===== src/rtl/key_event_queue.sv =====
// Keyboard event FIFO with same-key repeat suppression and a two-consumer
// round-robin delivery port (one event per two cycles).
module key_event_queue #(
  parameter int unsigned DEPTH   = 8,
  parameter int unsigned HOLDOFF = 5000000
) (
  input  logic                     CLOCK_50,
  input  logic                     reset,
  input  logic                     key_pressed,
  input  logic [7:0]               keycode,
  input  logic [1:0]               req,
  input  logic                     clr_overflow,
  output logic [1:0]               grant,
  output logic                     out_valid,
  output logic [7:0]               out_keycode,
  output logic [$clog2(DEPTH):0]   count,
  output logic                     empty,
  output logic                     full,
  output logic                     overflow
);

  localparam int unsigned AW = $clog2(DEPTH);
  localparam int unsigned CW = AW + 1;
  localparam int unsigned TW = 23;

  localparam logic [TW-1:0] HoldReload = TW'(HOLDOFF - 1);
  localparam logic [CW-1:0] DepthCount = CW'(DEPTH);

  typedef enum logic [0:0] {StIdle, StDeliver} state_e;

  state_e          state_q;
  logic [7:0]      mem_q [DEPTH];
  logic [AW-1:0]   wr_ptr_q;
  logic [AW-1:0]   rd_ptr_q;
  logic [CW-1:0]   count_q;
  logic [7:0]      last_code_q;
  logic            last_valid_q;
  logic [TW-1:0]   hold_q;
  logic [TW-1:0]   hold_d;
  logic            overflow_q;
  logic            prio_q;
  logic [1:0]      grant_q;
  logic            out_valid_q;
  logic [7:0]      out_keycode_q;

  logic            is_empty;
  logic            is_full;
  logic            pop;
  logic            repeat_hit;
  logic            push;
  logic            drop_full;
  logic            sel;

  assign is_empty = (count_q == '0);
  assign is_full  = (count_q == DepthCount);

  // Pops only happen from IDLE, which caps throughput at one event per two cycles.
  assign pop = (state_q == StIdle) && !is_empty && (req != 2'b00);

  assign repeat_hit = key_pressed && last_valid_q && (keycode == last_code_q) &&
                      (hold_q != '0);

  // A full FIFO still accepts when the same cycle frees a slot.
  assign push      = key_pressed && !repeat_hit && (!is_full || pop);
  assign drop_full = key_pressed && !repeat_hit && is_full && !pop;

  // sel: index of the consumer served by this pop; prio_q is the favoured one.
  always_comb begin
    sel = 1'b0;
    if (req == 2'b11) begin
      sel = prio_q;
    end else begin
      sel = req[1];
    end
  end

  // A full-FIFO drop leaves the window untouched; otherwise it counts down to 0.
  always_comb begin
    hold_d = hold_q;
    if (repeat_hit || push) begin
      hold_d = HoldReload;
    end else if (drop_full) begin
      hold_d = hold_q;
    end else if (hold_q != '0) begin
      hold_d = hold_q - TW'(1);
    end
  end

  always_ff @(posedge CLOCK_50) begin
    if (push) begin
      mem_q[wr_ptr_q] <= keycode;
    end
  end

  always_ff @(posedge CLOCK_50) begin
    if (reset) begin
      wr_ptr_q     <= '0;
      rd_ptr_q     <= '0;
      count_q      <= '0;
      last_code_q  <= '0;
      last_valid_q <= 1'b0;
      hold_q       <= '0;
      overflow_q   <= 1'b0;
    end else begin
      if (push) begin
        wr_ptr_q     <= wr_ptr_q + AW'(1);
        last_code_q  <= keycode;
        last_valid_q <= 1'b1;
      end
      if (pop) begin
        rd_ptr_q <= rd_ptr_q + AW'(1);
      end
      unique case ({push, pop})
        2'b10:   count_q <= count_q + CW'(1);
        2'b01:   count_q <= count_q - CW'(1);
        default: count_q <= count_q;
      endcase
      hold_q <= hold_d;
      if (drop_full) begin
        overflow_q <= 1'b1;
      end else if (clr_overflow) begin
        overflow_q <= 1'b0;
      end
    end
  end

  always_ff @(posedge CLOCK_50) begin
    if (reset) begin
      state_q       <= StIdle;
      grant_q       <= 2'b00;
      out_valid_q   <= 1'b0;
      out_keycode_q <= '0;
      prio_q        <= 1'b0;
    end else begin
      unique case (state_q)
        StIdle: begin
          if (pop) begin
            state_q       <= StDeliver;
            out_valid_q   <= 1'b1;
            grant_q       <= sel ? 2'b10 : 2'b01;
            out_keycode_q <= mem_q[rd_ptr_q];
            prio_q        <= ~sel;
          end
        end
        StDeliver: begin
          state_q     <= StIdle;
          out_valid_q <= 1'b0;
          grant_q     <= 2'b00;
        end
        default: begin
          state_q     <= StIdle;
          out_valid_q <= 1'b0;
          grant_q     <= 2'b00;
        end
      endcase
    end
  end

  assign grant       = grant_q;
  assign out_valid   = out_valid_q;
  assign out_keycode = out_keycode_q;
  assign count       = count_q;
  assign empty       = is_empty;
  assign full        = is_full;
  assign overflow    = overflow_q;

  a_grant_onehot: assert property (@(posedge CLOCK_50) disable iff (reset)
    out_valid |-> $onehot(grant));
  a_grant_idle: assert property (@(posedge CLOCK_50) disable iff (reset)
    !out_valid |-> (grant == 2'b00));
  a_count_bound: assert property (@(posedge CLOCK_50) disable iff (reset)
    count_q <= DepthCount);

endmodule


===== config.mk =====
export PLATFORM = sky130hd
export DESIGN_NAME = key_event_queue
export DESIGN_NICKNAME = d
export VERILOG_FILES = /design/src/rtl/key_event_queue.sv
export SDC_FILE = /design/constraint.sdc
export NUM_CORES = 1
export LEC_CHECK = 0
export CAP_MARGIN = 30
export CORE_UTILIZATION = 55
export DETAILED_ROUTE_END_ITERATION = 8
export PLACE_DENSITY = 0.75
export SYNTH_ARGS = -nofsm -noshare
export SYNTH_HDL_FRONTEND = slang
export SYNTH_SLANG_ARGS = --single-unit

===== constraint.sdc =====
create_clock -name CLOCK_50 -period 9 [get_ports CLOCK_50]
set_input_delay 1.8 -clock CLOCK_50 [delete_from_list [all_inputs] [get_ports CLOCK_50]]
set_output_delay 1.8 -clock CLOCK_50 [all_outputs]
set_load 0.02 [all_outputs]

Word level (Yosys, flattened, before mapping)
Memories as Yosys holds them, arrays and structs flattened. A register that Yosys moved wholly into a read port is not among the register bits.
Cells that the tools add are included.
{ "word_totals": {"elab_cells": 69, "inputBits": 14, "reg_bits": 48, "mem_count": 1, "ram_bits": 64, "out_inout_bits": 18} }
{ "memory_table": {"columns": ["memory", "words", "word_bits", "read_ports", "rd_ports_with_merged_regs", "wr", "line", "source"], "rows": [
  ["mem_q", 8, 8, 1, 1, 1, "32", "logic [7:0] mem_q [DEPTH];"]
]} }
{ "op_classes": {"eq_ne": 7, "n_addsub": 5, "mux": 16, "reduce_logical": 25, "n_bitwise": 3} }
{ "op_table": {"columns": ["op", "count"], "rows": [
  ["$mux W23", 3],
  ["$reduce_bool A23 Y1", 1],
  ["$sub A23 B1 Y23 const B", 1],
  ["$logic_and A1 B1 Y1", 9],
  ["$eq A8 B8 Y1", 1],
  ["$pmux W4 S2", 1],
  ["$reduce_bool A2 Y1", 4],
  ["$mux W1", 7],
  ["$add A3 B1 Y3 const B", 2],
  ["$reduce_and A2 Y1", 3],
  ["$add A4 B1 Y4 const B", 1],
  ["$eq A2 B2 Y1 const B", 2],
  ["$eq A4 B4 Y1 const B", 1],
  ["$logic_not A1 Y1", 4],
  ["$logic_not A4 Y1", 1],
  ["$mux W2", 2],
  ["$pmux W1 S2", 2],
  ["$pmux W2 S2", 1],
  ["$sub A4 B1 Y4 const B", 1],
  ["$not A1 Y1", 3],
  ["$eq A2 B1 Y1 const B", 1],
  ["$logic_or A1 B1 Y1", 2],
  ["$ne A2 B1 Y1 const B", 1],
  ["$ne A2 B2 Y1 const B", 1],
  ["$reduce_or A2 Y1", 1]
]} }

Depth between registers and ports, before layout
{ "depth": {"word_depth": 9, "ltp_mapped": 14, "mapped_depth_nobuf": 14} }

Least setup slack after synthesis
OpenSTA, ideal clock, no wires.
{ "synth_path": {"path_type": "input port to flip-flop", "start": "input port keycode[4]", "end": "register count_q[3], in the netlist count[3]", "setup_time_ps": 121, "path_slack_ps": 4940, "arrival_ps": 3939, "cell_stages": 12, "cell_sequence": "xor2_1 nor4_4 nand3_2 o21ai_1 nand2_1 inv_1 ha_1 a21o_1 a21oi_1 nand2_1 a2bb2oi_2 mux2_4"} }
{ "synth_via": {"elab_chain_len": 8} }
{ "synth_lines": {"columns": ["item", "line", "source"], "rows": [
  ["from (decl)", "10", "input logic [7:0] keycode,"],
  ["$eq A8 B8 Y1 (*)", "60", "assign repeat_hit = key_pressed && last_valid_q && (keycode == last_code_q) &&"],
  ["$logic_and A1 B1 Y1 (*) (2 in series)", "60", null],
  ["$logic_not A1 Y1 (*)", "64", "assign push = key_pressed && !repeat_hit && (!is_full || pop);"],
  ["$logic_and A1 B1 Y1 (*) (2 in series)", "64", null],
  ["$eq A2 B1 Y1 / $eq A2 B2 Y1 (equally long branches)", "113", "unique case ({push, pop})"],
  ["$pmux W4 S2 / $reduce_bool A2 Y1 (equally long branches)", null, null],
  ["to (signal assigned)", "114", "2'b10: count_q <= count_q + CW'(1);"],
  ["to (signal assigned)", "115", "2'b01: count_q <= count_q - CW'(1);"],
  ["to (signal assigned)", "116", "default: count_q <= count_q;"],
  ["to (decl)", "35", "logic [CW-1:0] count_q;"]
]} }
Mark *: on every way between the ends. The rest lies on a longest branch, timed or not.
A chain may end at the register's enable or synchronous reset.

Worst setup path in the final report
{ "layout_path": {"start": "input port keycode[0]", "end": "register count_q[3], in the netlist count[3]"} }
Same word-level chain as after synthesis.

==> flow_summary.rst <==
.. list-table::
   :header-rows: 1

   * - Metric
     - Value
   * - Outcome
     - complete, no violations
   * - Leading cell types in the layout, fill and taps excluded
     - 64 x edfxtp_1, 59 x nor2_1, 56 x dfxtp_1
   * - Number of logic stages on the critical path including buffering
     - 13
   * - Y dimension of the die
     - 101 um
   * - Ports
     - 32
   * - Data required, critical path
     - 9.40 ns
   * - Area overhead of the layout relative to synthesis
     - 17.7%
   * - CP delay by family, top
     - simple AND/OR/NAND/NOR gates
   * - Cts-stage hold buffer count
     - 0
   * - Via count of the first global-routing pass
     - 3269
   * - Vias per std cell
     - 5.78
   * - CTS tree
     - built
   * - Die span in x
     - 101 um
   * - Longest individual stage delay on the worst path
     - 0.67 ns
   * - Most common cell after layout, fill and taps aside
     - edfxtp_1
   * - Area fraction of the dominant cell type after synthesis
     - 35.8%
   * - Leakage
     - 2.21 nW
   * - Crit path arrival time
     - 4.86 ns
   * - Synthesized netlist net count
     - 432
   * - Sequential-to-total area share from yosys stat
     - 56.6%
   * - Max Buffers Root-to-Sink
     - 2
   * - Count of distinct cell types in the synthesized netlist
     - 62
   * - Clock latency on the worst-skew pair
     - 0.51 ns
   * - Length of the first detailed-routing pass in iterations
     - 5
   * - RSZ-0062 raised after global routing
     - false
   * - Fin crit period
     - 4.46 ns
   * - Most frequent CP cell
     - nand2_1
   * - Overall routing resource usage
     - 22.8%
   * - WL final
     - 10.5 mm
   * - Total power divided by cell area
     - 291 nW/um^2
   * - Number of post-CTS setup repair buffers
     - 0
   * - Cell Chain, Critical Path
     - clkdlybuf4s50_1 -> xor2_1 -> nor4_4 -> nand3_2 -> o21ai_1 -> nand2_1 -> inv_1 -> ha_1 -> a21o_1 -> a21oi_1 -> nand2_1 -> a2bb2oi_2 -> mux2_4
   * - Final non-filler cell area
     - 6330 um^2
   * - Number of max-cap violations
     - 0
   * - Total via count after detailed routing
     - 3391
   * - Max transition margin
     - 33.8%
   * - Post-route clock period utilization
     - 49.6%
   * - Final weighted congestion in routability-driven placement
     - 0.779
   * - Highest clock rate
     - 224 MHz
   * - Slowest-stage cell, CP
     - clkdlybuf4s50_1
   * - Count of placed standard cells including taps
     - 555
   * - Depth of the most critical reg-to-reg path
     - 6
   * - Highest ir drop seen on vdd
     - 0.146 mV
   * - Total of buffers placed on input and output ports
     - 31
   * - Worst Path Buf+Inv
     - 2
   * - Final-report max-slew violation count
     - 0
   * - Inserted Diodes
     - 0
   * - Number of resized instances in the post-cts repair step
     - 0
   * - Final Instance Count excl. Fillers
     - 587
   * - Cell area after placement
     - 5750 um^2
   * - DRC violation count after routing
     - 0
   * - Synthesis Warnings
     - 0
   * - Most area-hungry cell type in the Yosys netlist
     - edfxtp_1
   * - Number of cells produced by synthesis
     - 411
   * - Critical Path Sink Type
     - register
   * - Seq cells post-synth
     - 120
   * - WL/cell
     - 17.9 um
   * - Number of levels the H-tree was split into
     - 4
   * - DRC violation total after the first TritonRoute iteration
     - 190
   * - DPL Wire Length
     - 6.78 mm
   * - Antenna violations before repair
     - 0
   * - Floorplan die area
     - 10200 um^2
   * - Antenna viol nets, final
     - 0
   * - Post-synth EDFFs
     - 64
   * - Final Power
     - 1.84 mW
   * - Final setup violation count
     - 0
   * - Largest cells by area after synthesis
     - edfxtp_1 36%, dfxtp_1 21%, mux4_2 6.7%, nor2_1 4.1%, xor2_1 3.4%
   * - WHS Path Cells
     - 2
   * - Sum Neg Setup Slack
     - 0 ns
   * - First-pass GRT wire length
     - 17.0 mm
   * - Post-Route Utilization
     - 67.5%
   * - Share of flip-flops with an asynchronous set or reset
     - 0%
   * - CTS Root Cell
     - clkbuf_8
   * - Max FO, Critical Path
     - 10
   * - Synthesized area
     - 5380 um^2
   * - Nature of the critical path startpoint
     - primary input
   * - Ratio of cells with drive above 1 in the final layout
     - 19.2%
   * - Hold/Removal Path Class
     - register to register
   * - Hold Fails Final Rpt
     - 0
   * - Initial cell density of the core
     - 57.4%
   * - Aggregate global routing overflow
     - 0
   * - Final clock skew
     - 0.00657 ns
   * - Total core area
     - 9370 um^2
   * - Inserted Clock Buffers
     - 17
   * - Pin count of the biggest net entering global routing
     - 52
   * - Post-layout net count
     - 466
   * - Path type of the worst setup path
     - primary input to register
   * - Slew @ Worst Pin
     - 0.993 ns
   * - Clock input transition at the sequential cells of the worst setup and hold paths
     - 0.06 ns
   * - CTS sink count
     - 120
   * - Per-instance average area after synthesis
     - 13.1 um^2
   * - Primary flip-flop cell chosen by synthesis mapping
     - edfxtp_1
   * - Number of rows created at floorplan
     - 35
==> final timing paths <==
kind / from / end / slack (ns)
max: keycode[0] / count[3] / 4.54
min: out_valid / out_valid / 0.47
max reg2reg: count[0] / mem_q[3][2] / 5.91
min reg2reg: out_valid / out_valid / 0.47
==> power breakdown <==
group          internal [mW]  leakage, nW  switching, mW  total, mW
Sequential             0.648         1.04         0.0635      0.711
Clock                  0.401        0.275          0.256      0.657
Combinational          0.217        0.894          0.257      0.473
==> synthesized netlist by cell type, types with 3 or more instances <==
cell       count
edfxtp_1      64
nor2_1        59
dfxtp_1       56
xor2_1        21
mux2i_1       17
mux4_2        16
a21oi_1       15
a211oi_1      14
nand2_1       14
nor3_1        11
inv_1         10
a311oi_1       9
clkbuf_1       9
buf_6          6
ha_1           6
o211ai_1       6
nor4_4         4
a41o_1         3
mux2_2         3
nand2b_1       3
nor2b_1        3
nor4_1         3
nor4_2         3
o2111ai_1      3
o21ai_1        3
==> worst min-delay path, stage by stage (launching register included) <==
cell	delay, ns
dfxtp_1	0.31
nand2b_1	0.06
a21oi_1	0.05
==> final cells by class <==
class,instances,area (um^2)
Timing Repair Buffer,36,343
Clock buffer,18,418
Tap cell,129,161
Clock inverter,14,164
Inverter,11,41.3
Sequential cell,120,3040
Multi-Input combinational cell,259,2160
Fill cell,695,3040
==> state kept, by name (all words and copies together), names as in the netlist, 2 cells and up <==
register,cells
count,4
hold_q,23
wr_ptr_q,3
out_keycode,8
mem_q,64
grant,2
last_code_q,8
rd_ptr_q,3
==> metrics by stage <==
stage	hold slack, ns	setup WS, ns
2_1_floorplan	0.443	4.94
3_3_place_gp	0.460	4.13
3_5_place_dp	0.465	4.00
4_1_cts	0.475	4.55
5_1_grt	0.501	4.33
6_report	0.470	4.54
==> routing by layer <==
metal / up-vias / track usage [%] / wire length, um
li1: 1617 / - / -
met5: - / 0 / 0
met2: 101 / 34.6 / 4900
met4: 0 / 8.47 / 78
met3: 8 / 5.96 / 579
met1: 1665 / 31.7 / 4930
==> kinds of logic (layout without fill, tap and decap cells) <==
kind of cell / after synthesis / after routing / synth area share (%)
xor+xnor: 22 / 22 / 3.58
buf+inv: 32 / 79 / 3.26
flops: 120 / 120 / 56.6
simple gates: 126 / 126 / 14.5
mux: 37 / 37 / 10.8
compound gates: 67 / 67 / 9.47
fa+ha+maj: 7 / 7 / 1.77
Power figures use the tool's default switching activity.
